**src/rtl/sequenciador_banco_pkg.sv**
```systemverilog
// Shared definitions for the register-file sequencer: opcodes and FSM state encoding.
// Imported by the ALU, the controller and the bench so decode stays in one place.
package sequenciador_banco_pkg;

    localparam logic [2:0] OP_ADD  = 3'd0;
    localparam logic [2:0] OP_SUB  = 3'd1;
    localparam logic [2:0] OP_AND  = 3'd2;
    localparam logic [2:0] OP_OR   = 3'd3;
    localparam logic [2:0] OP_XOR  = 3'd4;
    localparam logic [2:0] OP_SLT  = 3'd5;
    localparam logic [2:0] OP_SLL  = 3'd6;
    localparam logic [2:0] OP_MOVI = 3'd7;

    typedef enum logic [1:0] {
        IDLE  = 2'd0,
        READ  = 2'd1,
        EXEC  = 2'd2,
        WRITE = 2'd3
    } state_t;

endpackage

```
**src/rtl/sequenciador_banco_ula.sv**
```systemverilog
// ula_16: combinational ALU for the sequencer; all results wrap modulo 2^DATA_W.
// Shift amount uses only the low four bits of b.
module ula_16
    import sequenciador_banco_pkg::*;
#(
    parameter int DATA_W = 16
) (
    input  logic [2:0]        op,
    input  logic [DATA_W-1:0] a,
    input  logic [DATA_W-1:0] b,
    input  logic [DATA_W-1:0] imm,
    output logic [DATA_W-1:0] y,
    output logic              zero
);

    always_comb begin
        y = '0;
        case (op)
            OP_ADD:  y = a + b;
            OP_SUB:  y = a - b;
            OP_AND:  y = a & b;
            OP_OR:   y = a | b;
            OP_XOR:  y = a ^ b;
            OP_SLT:  y = {{(DATA_W-1){1'b0}}, ($signed(a) < $signed(b))};
            OP_SLL:  y = a << b[3:0];
            OP_MOVI: y = imm;
            default: y = '0;
        endcase
    end

    assign zero = (y == '0);

endmodule

```
**src/rtl/sequenciador_banco.sv**
```systemverilog
// Four-state controller driving the register-file ports: accept, read, execute, write back.
// State | meaning
//   IDLE  | waiting for a command handshake; cmd_ready high
//   READ  | read addresses stable, operands captured on the closing edge
//   EXEC  | ALU result registered onto result/write port on the closing edge
//   WRITE | RegWrite and done high for this single cycle
module sequenciador_banco
    import sequenciador_banco_pkg::*;
#(
    parameter int DATA_W      = 16,
    parameter int ADDR_W      = 3,
    parameter bit ZERO_REG_RO = 1'b0
) (
    input  logic              clock,
    input  logic              reset,
    input  logic              cmd_valid,
    output logic              cmd_ready,
    input  logic [2:0]        cmd_op,
    input  logic [ADDR_W-1:0] cmd_rd,
    input  logic [ADDR_W-1:0] cmd_rs,
    input  logic [ADDR_W-1:0] cmd_rt,
    input  logic [DATA_W-1:0] cmd_imm,
    output logic [ADDR_W-1:0] Read1,
    output logic [ADDR_W-1:0] Read2,
    input  logic [DATA_W-1:0] Data1,
    input  logic [DATA_W-1:0] Data2,
    output logic [ADDR_W-1:0] WriteReg,
    output logic [DATA_W-1:0] WriteData,
    output logic              RegWrite,
    output logic              done,
    output logic [DATA_W-1:0] result,
    output logic              zero
);

    state_t            state;
    logic [2:0]        op_q;
    logic [ADDR_W-1:0] rd_q;
    logic [DATA_W-1:0] imm_q;
    logic [DATA_W-1:0] op_a;
    logic [DATA_W-1:0] op_b;
    logic [DATA_W-1:0] alu_y;
    logic              alu_zero;
    logic              write_en;

    assign cmd_ready = (state == IDLE) && !reset;
    assign write_en  = !(ZERO_REG_RO && (rd_q == '0));

    ula_16 #(.DATA_W(DATA_W)) u_ula (
        .op   (op_q),
        .a    (op_a),
        .b    (op_b),
        .imm  (imm_q),
        .y    (alu_y),
        .zero (alu_zero)
    );

    always_ff @(posedge clock) begin
        if (reset) begin
            state     <= IDLE;
            op_q      <= '0;
            rd_q      <= '0;
            imm_q     <= '0;
            op_a      <= '0;
            op_b      <= '0;
            Read1     <= '0;
            Read2     <= '0;
            WriteReg  <= '0;
            WriteData <= '0;
            RegWrite  <= 1'b0;
            done      <= 1'b0;
            result    <= '0;
            zero      <= 1'b0;
        end else begin
            case (state)
                IDLE: begin
                    done <= 1'b0;
                    if (cmd_valid && cmd_ready) begin
                        op_q  <= cmd_op;
                        rd_q  <= cmd_rd;
                        imm_q <= cmd_imm;
                        Read1 <= cmd_rs;
                        Read2 <= cmd_rt;
                        state <= READ;
                    end
                end
                READ: begin
                    op_a  <= Data1;
                    op_b  <= Data2;
                    state <= EXEC;
                end
                EXEC: begin
                    // A suppressed write still retires: done and result update regardless.
                    result    <= alu_y;
                    zero      <= alu_zero;
                    WriteReg  <= rd_q;
                    WriteData <= alu_y;
                    RegWrite  <= write_en;
                    done      <= 1'b1;
                    state     <= WRITE;
                end
                WRITE: begin
                    RegWrite <= 1'b0;
                    done     <= 1'b0;
                    state    <= IDLE;
                end
                default: state <= IDLE;
            endcase
        end
    end

endmodule

```
**config.mk**
```make
export PLATFORM = sky130hd
export DESIGN_NAME = sequenciador_banco
export DESIGN_NICKNAME = d
export VERILOG_FILES = /design/src/rtl/sequenciador_banco_pkg.sv /design/src/rtl/sequenciador_banco_ula.sv /design/src/rtl/sequenciador_banco.sv
export SDC_FILE = /design/constraint.sdc
export NUM_CORES = 1
export LEC_CHECK = 0
export ABC_AREA = 1
export CORE_MARGIN = 2
export CORE_UTILIZATION = 55
export CTS_CLUSTER_SIZE = 40
export DETAILED_ROUTE_END_ITERATION = 8
export PLACE_DENSITY = 0.82
export SLEW_MARGIN = 20
export SYNTH_ARGS = -nofsm -noshare
export SYNTH_HDL_FRONTEND = slang
export SYNTH_SLANG_ARGS = --single-unit
export TNS_END_PERCENT = 1
```
**constraint.sdc**
```tcl
create_clock -name clock -period 3.4 [get_ports clock]
set_clock_uncertainty 0.15 [all_clocks]
set_input_delay 1.02 -clock clock [delete_from_list [all_inputs] [get_ports clock]]
set_output_delay 1.02 -clock clock [all_outputs]
set_load 0.005 [all_outputs]
```
# After elaboration in Yosys (flattened, before gate mapping)
# Index checks and enable logic that the tools add are counted.
# totals
word_cells	46
regBits	84
out_inout_bits	45
input_bits	63
# op_classes
shift	1
n_addsub	2
reduce_logical	10
bitwise_logic	3
n_eq_ne	11
magnitude_cmp	1
n_mux	5
# op_table
op	n
16-bit case mux with 8 select lines	1
16-bit adder	1
16-bit AND	1
16-bit zero test	1
16-bit less-than comparator	1
16-bit OR	1
16-bit by 4-bit left shift with 16-bit output	1
16-bit subtractor	1
16-bit bitwise XOR	1
3-bit == test (second input constant)	4
2-bit case mux with 4 select lines	1
3-bit by 2-bit == test with 1-bit output (second input constant)	2
2-bit == test (second input constant)	2
1-bit case mux with 2 select lines	2
2-bit nonzero test	2
3-bit by 1-bit == test with 1-bit output (second input constant)	1
3-bit zero test	1
2-bit by 1-bit == test with 1-bit output (second input constant)	1
1-bit logical AND	2
2-bit zero test	1
2-bit two-way mux	1
2-bit by 1-bit != test with 1-bit output (second input constant)	1
2-bit AND reduction	1
2-bit OR reduction	1
1-bit zero test	1

# Logic depth before layout (Yosys ltp)
# Gate-level depths: netlist of the first run.
# depth
ltp_word	5
mapped_depth	20
ltp_nobuf	19

# Modules after synthesis
# From an unflattened synthesis of the first run, not the netlist that was laid out.
# unflattened
cells_unflattened	1146
hier_area_um2	6874.1
# modules_own_cells
mod	area_per_inst_um2	cells_per_inst	n_inst
ula_16	3732.3	750	1
sequenciador_banco	3141.8	396	1

# Least setup slack after synthesis of the first run
# Ideal clock, no wire load.
# synth_timing
path_kind	input-to-output
from	in reset
to	out cmd_ready
t_arrival_ps	1331
stages	2
n_path_buf	1
setup_slack_ps	899
cell_sequence	clkbuf_1 -> nor2_1
# synth_between
elab_chain_cells	2
# synth_lines
element	line	rtl
from (decl)	sequenciador_banco.sv:15	input logic reset,
1-bit zero test	sequenciador_banco.sv:45	assign cmd_ready = (state == IDLE) && !reset;
1-bit logical AND	sequenciador_banco.sv:45	
to (decl)	sequenciador_banco.sv:17	output logic cmd_ready,
# No other way between the ends.

# Final worst setup path of the first run
# Ends and elaborated chain as after synthesis.

==> results of run 1 <==
metal layers:
metal / vias to the layer above / track usage [%]
li1: 3672 / -
met4: 0 / 14.9
met5: - / 0
met1: 3324 / 47.4
met2: 345 / 49.2
met3: 55 / 7.15
worst register-to-register path: stages (launching register included):
cell	delay, ps
dfxtp_1	380
ha_1	330
inv_1	90
fa_1	390
inv_1	130
nand3_1	80
nand3_1	140
nand2_1	110
nand2_1	90
nand2_1	70
nand2_1	60
nand2_1	50
inv_1	60
nor2_1	40
nor2_1	230
nand2_1	90
nor2_1	110
nand3_1	70
a21oi_1	130
how the worst max path moves through the flow:
stage / startpoint / end / slack (ps) / depth (start not counted)
2_1_floorplan: reset / cmd_ready / 900 / 2
3_3_place_gp: reset / cmd_ready / 20 / 3
3_5_place_dp: reset / cmd_ready / -2 / 3
4_1_cts: reset / cmd_ready / 40 / 3
5_1_grt: reset / cmd_ready / 20 / 3
6_report: reset / cmd_ready / 60 / 3
through the flow:
step           setup TNS (ps)  instances
2_1_floorplan               0       1102
3_3_place_gp                0       1304
3_5_place_dp            -1.89       1304
4_1_cts                     0       1320
5_1_grt                     0       1320
6_report                    0       1320
layout make-up:
cell class / instances / area share (%)
clock buffer: 10 / 2.98
clock inverter: 6 / 0.890
inverter: 144 / 6.75
multi-input combinational: 807 / 51.2
sequential: 84 / 21.0
tap: 147 / 2.30
timing repair buffer: 122 / 14.9
timing repair:
item | 4_1_cts | 5_1_grt
pin swaps | 0 | 1
endpoints found under the hold margin | 0 | 0
gates resized for setup | 1 | 0
endpoints found under the setup margin | 1 | 1
report_power, final:
part | switching, uW | internal (uW)
registers | 230 | 1270
logic | 2870 | 1530
clock network | 430 | 597
total | 3530 | 3400
kinds of logic after synthesis:
kind of cell | count (synthesis) | share of synthesized area [%]
xor gates and xnor gates | 1 | 0.130
and+or+nand+nor | 546 | 34.3
DFF | 84 | 25.0
buffers and inverters | 211 | 13.9
adders and majority gates | 55 | 10.5
AOI/OAI and AO/OA | 205 | 16.1
cells in the final DEF, fill, tap and decap left out, drive strengths merged, types with 2 or more instances in the layout:
master	instances
nand2	282
inv	146
nand3	137
clkdlybuf4s50	107
nor2	102
a21oi	94
o21ai	88
dfxtp	84
ha	53
nand4	15
buf	15
clkbuf	10
o211ai	7
nor3	6
o22ai	6
o21bai	3
a31oi	2
or2	2
fa	2
clkinv	2
sequential cells by signal (all words and copies together), names as in the netlist, 2 cells and up:
| signal | cells |
|---|---|
| state | 2 |
| rd_q | 3 |
| Read2 | 3 |
| op_b | 16 |
| Read1 | 3 |
| op_a | 16 |
| result | 16 |
| op_q | 3 |
| WriteReg | 3 |
| imm_q | 16 |
==> impl_metrics.csv, run 1 <==
group,metric,value,unit
run_status,status,"completed",
yosys,ys_seq_area_share,25.0,%
pwr,finalPower,6920,uW
pwr,ir_worst_vdd,0.000449,V
placement,place_ws,-1.89,ps
floorplan,pin_count,108,
clock_network,numCtsBuffers,9,
sta,timing.fmax,299,MHz
floorplan,placementRows,40,
yosys,ys.flop_type,"dfxtp_1",
worst_setup_path,critical_path.slowest_cell,"clkdlybuf4s50_1",
sta,rsz0062_at_grt,"false",
routing,dr.pass1.iters,6,
sta,hold_violations,0,
worst_setup_path,worst_path_most_repeated_cell,"clkdlybuf4s50_1",
routing,post-route-drc-count,0,
sta,relSlewSlack,54.3,%
clock_network,postCtsSetupRepairBufs,0,
placement,place_congestion,0.977,
routing,wl_met3,2.22,mm
routing,viasPerCell,5.60,
clock_network,clock_latency,360,ps
clock_network,root_buffer,"clkbuf_16",
sta,finalCritPeriodShare,98.3,%
clock_network,clk_pin_slew,60,ps
yosys,yosysTopAreaCell,"dfxtp_1",
yosys,synth-seq-cells,84,
yosys,synth_top_area_share,25.0,%
yosys,yosysWarnings,0,
flow_run,drv_cap,0,
floorplan,dieArea,13100,um2
worst_setup_path,path_delay_family,"buffers and inverters",
placement,place_area,7700,um2
yosys,netlist_area,6720,um2
worst_setup_path,arrival,2170,ps
worst_hold_path,holdPathEnd,"rd_q[0]",
floorplan,start_util,56.1,%
cells_and_area,n_fill_cell,1175,
worst_setup_path,regToRegSetupSlack,530,ps
pwr,power.leakage,0.00377,uW
routing,drtAntennaViolNets,0,
grt,grt_max_degree,66,
yosys,postSynth.asyncResetShare,0,%
routing,top_layer,"met4",
grt,grt_overflow_total,0,
pwr,power_density,864,nW/um2
grt,antenna_found_initial,0,
routing,drt_iter0_markers,714,
cells_and_area,post-route-util,67.0,%
yosys,ys_types,34,
clock_network,cts_max_level,3,
worst_hold_path,hp-class,"reg -> reg",
sta,setup_slack,56.9,ps
worst_hold_path,min_from,"rd_q[0]",
clock_network,cts_tree,"built",
clock_network,postCtsHoldBufs,0,
yosys,yosys.cell_count.top_type,"nand2_1",
floorplan,die_y,114,um
worst_setup_path,cp_cell_sequence,"clkdlybuf4s50_1, nor2_2, clkdlybuf4s50_1",
routing,wl_met2,9.29,mm
sta,whs,306,ps
cells_and_area,register_area,1680,um2
cells_and_area,stdcell_area,8010,um2
worst_setup_path,critical_path_class,"in -> out",
worst_setup_path,reg2reg_depth,18,
yosys,syn_nets,1220,
sta,maxSlewViolCount,0,
routing,avgRoutedWirePerCell,16.5,um
routing,vias,7396,
routing,drt-met1-wl,9.35,mm
yosys,yosys-top-cells-area,"dfxtp_1 25%, nand2_1 16%, nand3_1 10%, ha_1 9.9%, inv_1 7.7%",
placement,hpwl,17.0,mm
sta,worst_slew_pin_slew,679,ps
worst_setup_path,cp_max_fo,2,
worst_setup_path,critical_path_buf_inv_count,2,
worst_setup_path,end_kind,"primary output",
grt,grt_pass1_vias,6468,
grt,grt_pass1_wl,33.9,mm
clock_network,clock_path_buffers,2,
sta,setup_viol,0,
yosys,avgSynthCellArea,6.09,um2
worst_setup_path,cp.required,2230,ps
worst_setup_path,worstReg2RegEnd,"zero",
clock_network,cts_sinks,84,
yosys,synth_cells,1102,
placement,port_buffers,107,
floorplan,core,12000,um2
cells_and_area,drive_gt1_share,4.18,%
worst_setup_path,max_stage_delay,520,ps
worst_setup_path,regToRegStartpoint,"op_a[0]",
yosys,synth-edff-count,0,
grt,track_usage,33.6,%
cells_and_area,multi_input_area,4100,um2
cells_and_area,nNetsFinal,1286,
floorplan,die_w,114,um
worst_hold_path,holdPathStages,2,
cells_and_area,diodes,0,
sta,min_period,3340,ps
routing,routed_wl,21.7,mm
cells_and_area,syn2layout_area_growth,19.3,%
yosys,synthTopCellsByCount,"282 x nand2_1, 138 x inv_1, 135 x nand3_1",
worst_setup_path,crit_path_start_kind,"input pin",
(Power assumes the default switching activity.)
==> run 2, diff against run 1 <==
--- a/config.mk
+++ b/config.mk
@@ -6,7 +6,6 @@
 export NUM_CORES = 1
 export LEC_CHECK = 0
 export ABC_AREA = 1
-export CORE_MARGIN = 2
 export CORE_UTILIZATION = 55
 export CTS_CLUSTER_SIZE = 40
 export DETAILED_ROUTE_END_ITERATION = 8
@@ -15,4 +14,3 @@
 export SYNTH_ARGS = -nofsm -noshare
 export SYNTH_HDL_FRONTEND = slang
 export SYNTH_SLANG_ARGS = --single-unit
-export TNS_END_PERCENT = 1
==> run 2 against run 1 <==
  * First-iteration DRC count rose by 4.3%
  * Cell count decreased by 0.61%
  * Register-to-register slack got worse by 80 ps
  * Sequential cell count unchanged
  * Routed wire length is 4.2% lower
  * Die area fell by 3.5%
==> impl_metrics.csv, run 2 (synthesis gave the netlist of run 1 again) <==
group,metric,value,unit
clock_network,cts_tree,"built",
routing,avgRoutedWirePerCell,15.9,um
floorplan,start_util,57.6,%
flow_run,drv_cap,0,
cells_and_area,n_fill_cell,1067,
worst_setup_path,critical_path.slowest_cell,"clkdlybuf4s50_1",
cells_and_area,syn2layout_area_growth,18.8,%
clock_network,postCtsHoldBufs,0,
worst_setup_path,crit_path_start_kind,"input pin",
clock_network,numCtsBuffers,9,
placement,port_buffers,107,
pwr,power.leakage,0.00375,uW
worst_setup_path,end_kind,"primary output",
floorplan,dieArea,12700,um2
floorplan,placementRows,39,
pwr,ir_worst_vdd,0.000443,V
grt,grt_pass1_vias,6492,
grt,grt_pass1_wl,32.8,mm
sta,worst_slew_pin_slew,589,ps
grt,track_usage,33.5,%
floorplan,core,11700,um2
clock_network,clk_pin_slew,70,ps
worst_setup_path,arrival,2190,ps
grt,grt_overflow_total,0,
worst_setup_path,cp_max_fo,2,
cells_and_area,diodes,0,
routing,viasPerCell,5.65,
cells_and_area,post-route-util,68.4,%
floorplan,pin_count,108,
placement,place_congestion,1.06,
sta,relSlewSlack,60.7,%
worst_hold_path,hp-class,"reg -> reg",
clock_network,cts-resized-gates,0,
routing,vias,7418,
placement,place_area,7660,um2
sta,rsz0062_at_grt,"false",
routing,post-route-drc-count,0,
pwr,power_density,863,nW/um2
worst_setup_path,worst_path_most_repeated_cell,"clkdlybuf4s50_1",
sta,finalCritPeriodShare,98.7,%
worst_setup_path,critical_path_class,"in -> out",
worst_setup_path,cp.required,2230,ps
clock_network,clock_latency,360,ps
cells_and_area,nNetsFinal,1282,
sta,maxSlewViolCount,0,
routing,drt_iter0_markers,745,
floorplan,die_y,112,um
cells_and_area,stdcell_area,7980,um2
clock_network,clock_path_buffers,2,
clock_network,cts_sinks,84,
routing,drtAntennaViolNets,0,
placement,dp.cells,1296,
cells_and_area,instances_no_fill,1312,
clock_network,cts_max_level,3,
grt,antenna_found_initial,0,
sta,whs,306,ps
cells_and_area,final_common_cell,"nand2_1",
sta,hold_violations,0,
placement,hpwl,16.1,mm
floorplan,die_w,112,um
routing,routed_wl,20.8,mm
sta,timing.fmax,298,MHz
clock_network,postCtsSetupRepairBufs,0,
clock_network,root_buffer,"clkbuf_16",
sta,min_period,3360,ps
cells_and_area,final_cell_mix,"282 x nand2_1, 137 x inv_1, 135 x nand3_1",
sta,setup_viol,0,
routing,dr.pass1.iters,6,
grt,grt_max_degree,66,
worst_setup_path,max_stage_delay,530,ps
cells_and_area,drive_gt1_share,3.76,%
worst_setup_path,cp_cell_sequence,"clkdlybuf4s50_1, nor2_1, clkdlybuf4s50_1",
run_status,status,"completed",
sta,fin_setup_tns,0,ps
-- run 2: critical path, delay by kind of cell --
kind / cells / cell delay [ps]
buffers and inverters: 2 / 1000
and+or+nand+nor: 1 / 170
-- run 2: where the power goes --
group	internal, uW	leakage [uW]	total [uW]	switching [uW]
Sequential	1270	0.000690	1500	233
Clock	597	0.000151	1040	442
Combinational	1510	0.00291	4340	2840
-- run 2: per-layer routing --
metal | up-vias | GRT usage (%) | routed length (um)
met5 | - | 3.92 | 66
met4 | 2 | 15.1 | 797
met3 | 68 | 9.07 | 2300
met2 | 396 | 49.4 | 8760
met1 | 3286 | 45.3 | 8900
li1 | 3666 | - | -
-- run 2: layout make-up --
type | count | area [um2] | share of cell area [%]
inverter | 144 | 541 | 6.78
multi-input combinational | 807 | 4100 | 51.4
clock buffer | 10 | 239 | 3.00
tap | 143 | 179 | 2.24
clock inverter | 6 | 71.3 | 0.894
timing repair buffer | 118 | 1170 | 14.6
sequential | 84 | 1680 | 21.1
-- run 2: path summary, 6_finish.rpt --
| check | start | end | slack (ps) | depth (start not counted) |
|---|---|---|---|---|
| max | reset | cmd_ready | 40 | 3 |
| min | rd_q[0] | rd_q[0] | 310 | 2 |
| max reg2reg | op_a[0] | zero | 450 | 18 |
| min reg2reg | rd_q[0] | rd_q[0] | 310 | 2 |
-- run 2: metrics by stage --
| step | total power, uW | worst slack, ps |
|---|---|---|
| floorplan | 4520 | 899 |
| CTS | 6760 | 40.6 |
| global route | 7450 | 4.55 |
| detailed placement | 5720 | 49.3 |
| global placement | 5670 | 28.0 |
| finish | 6890 | 43.4 |
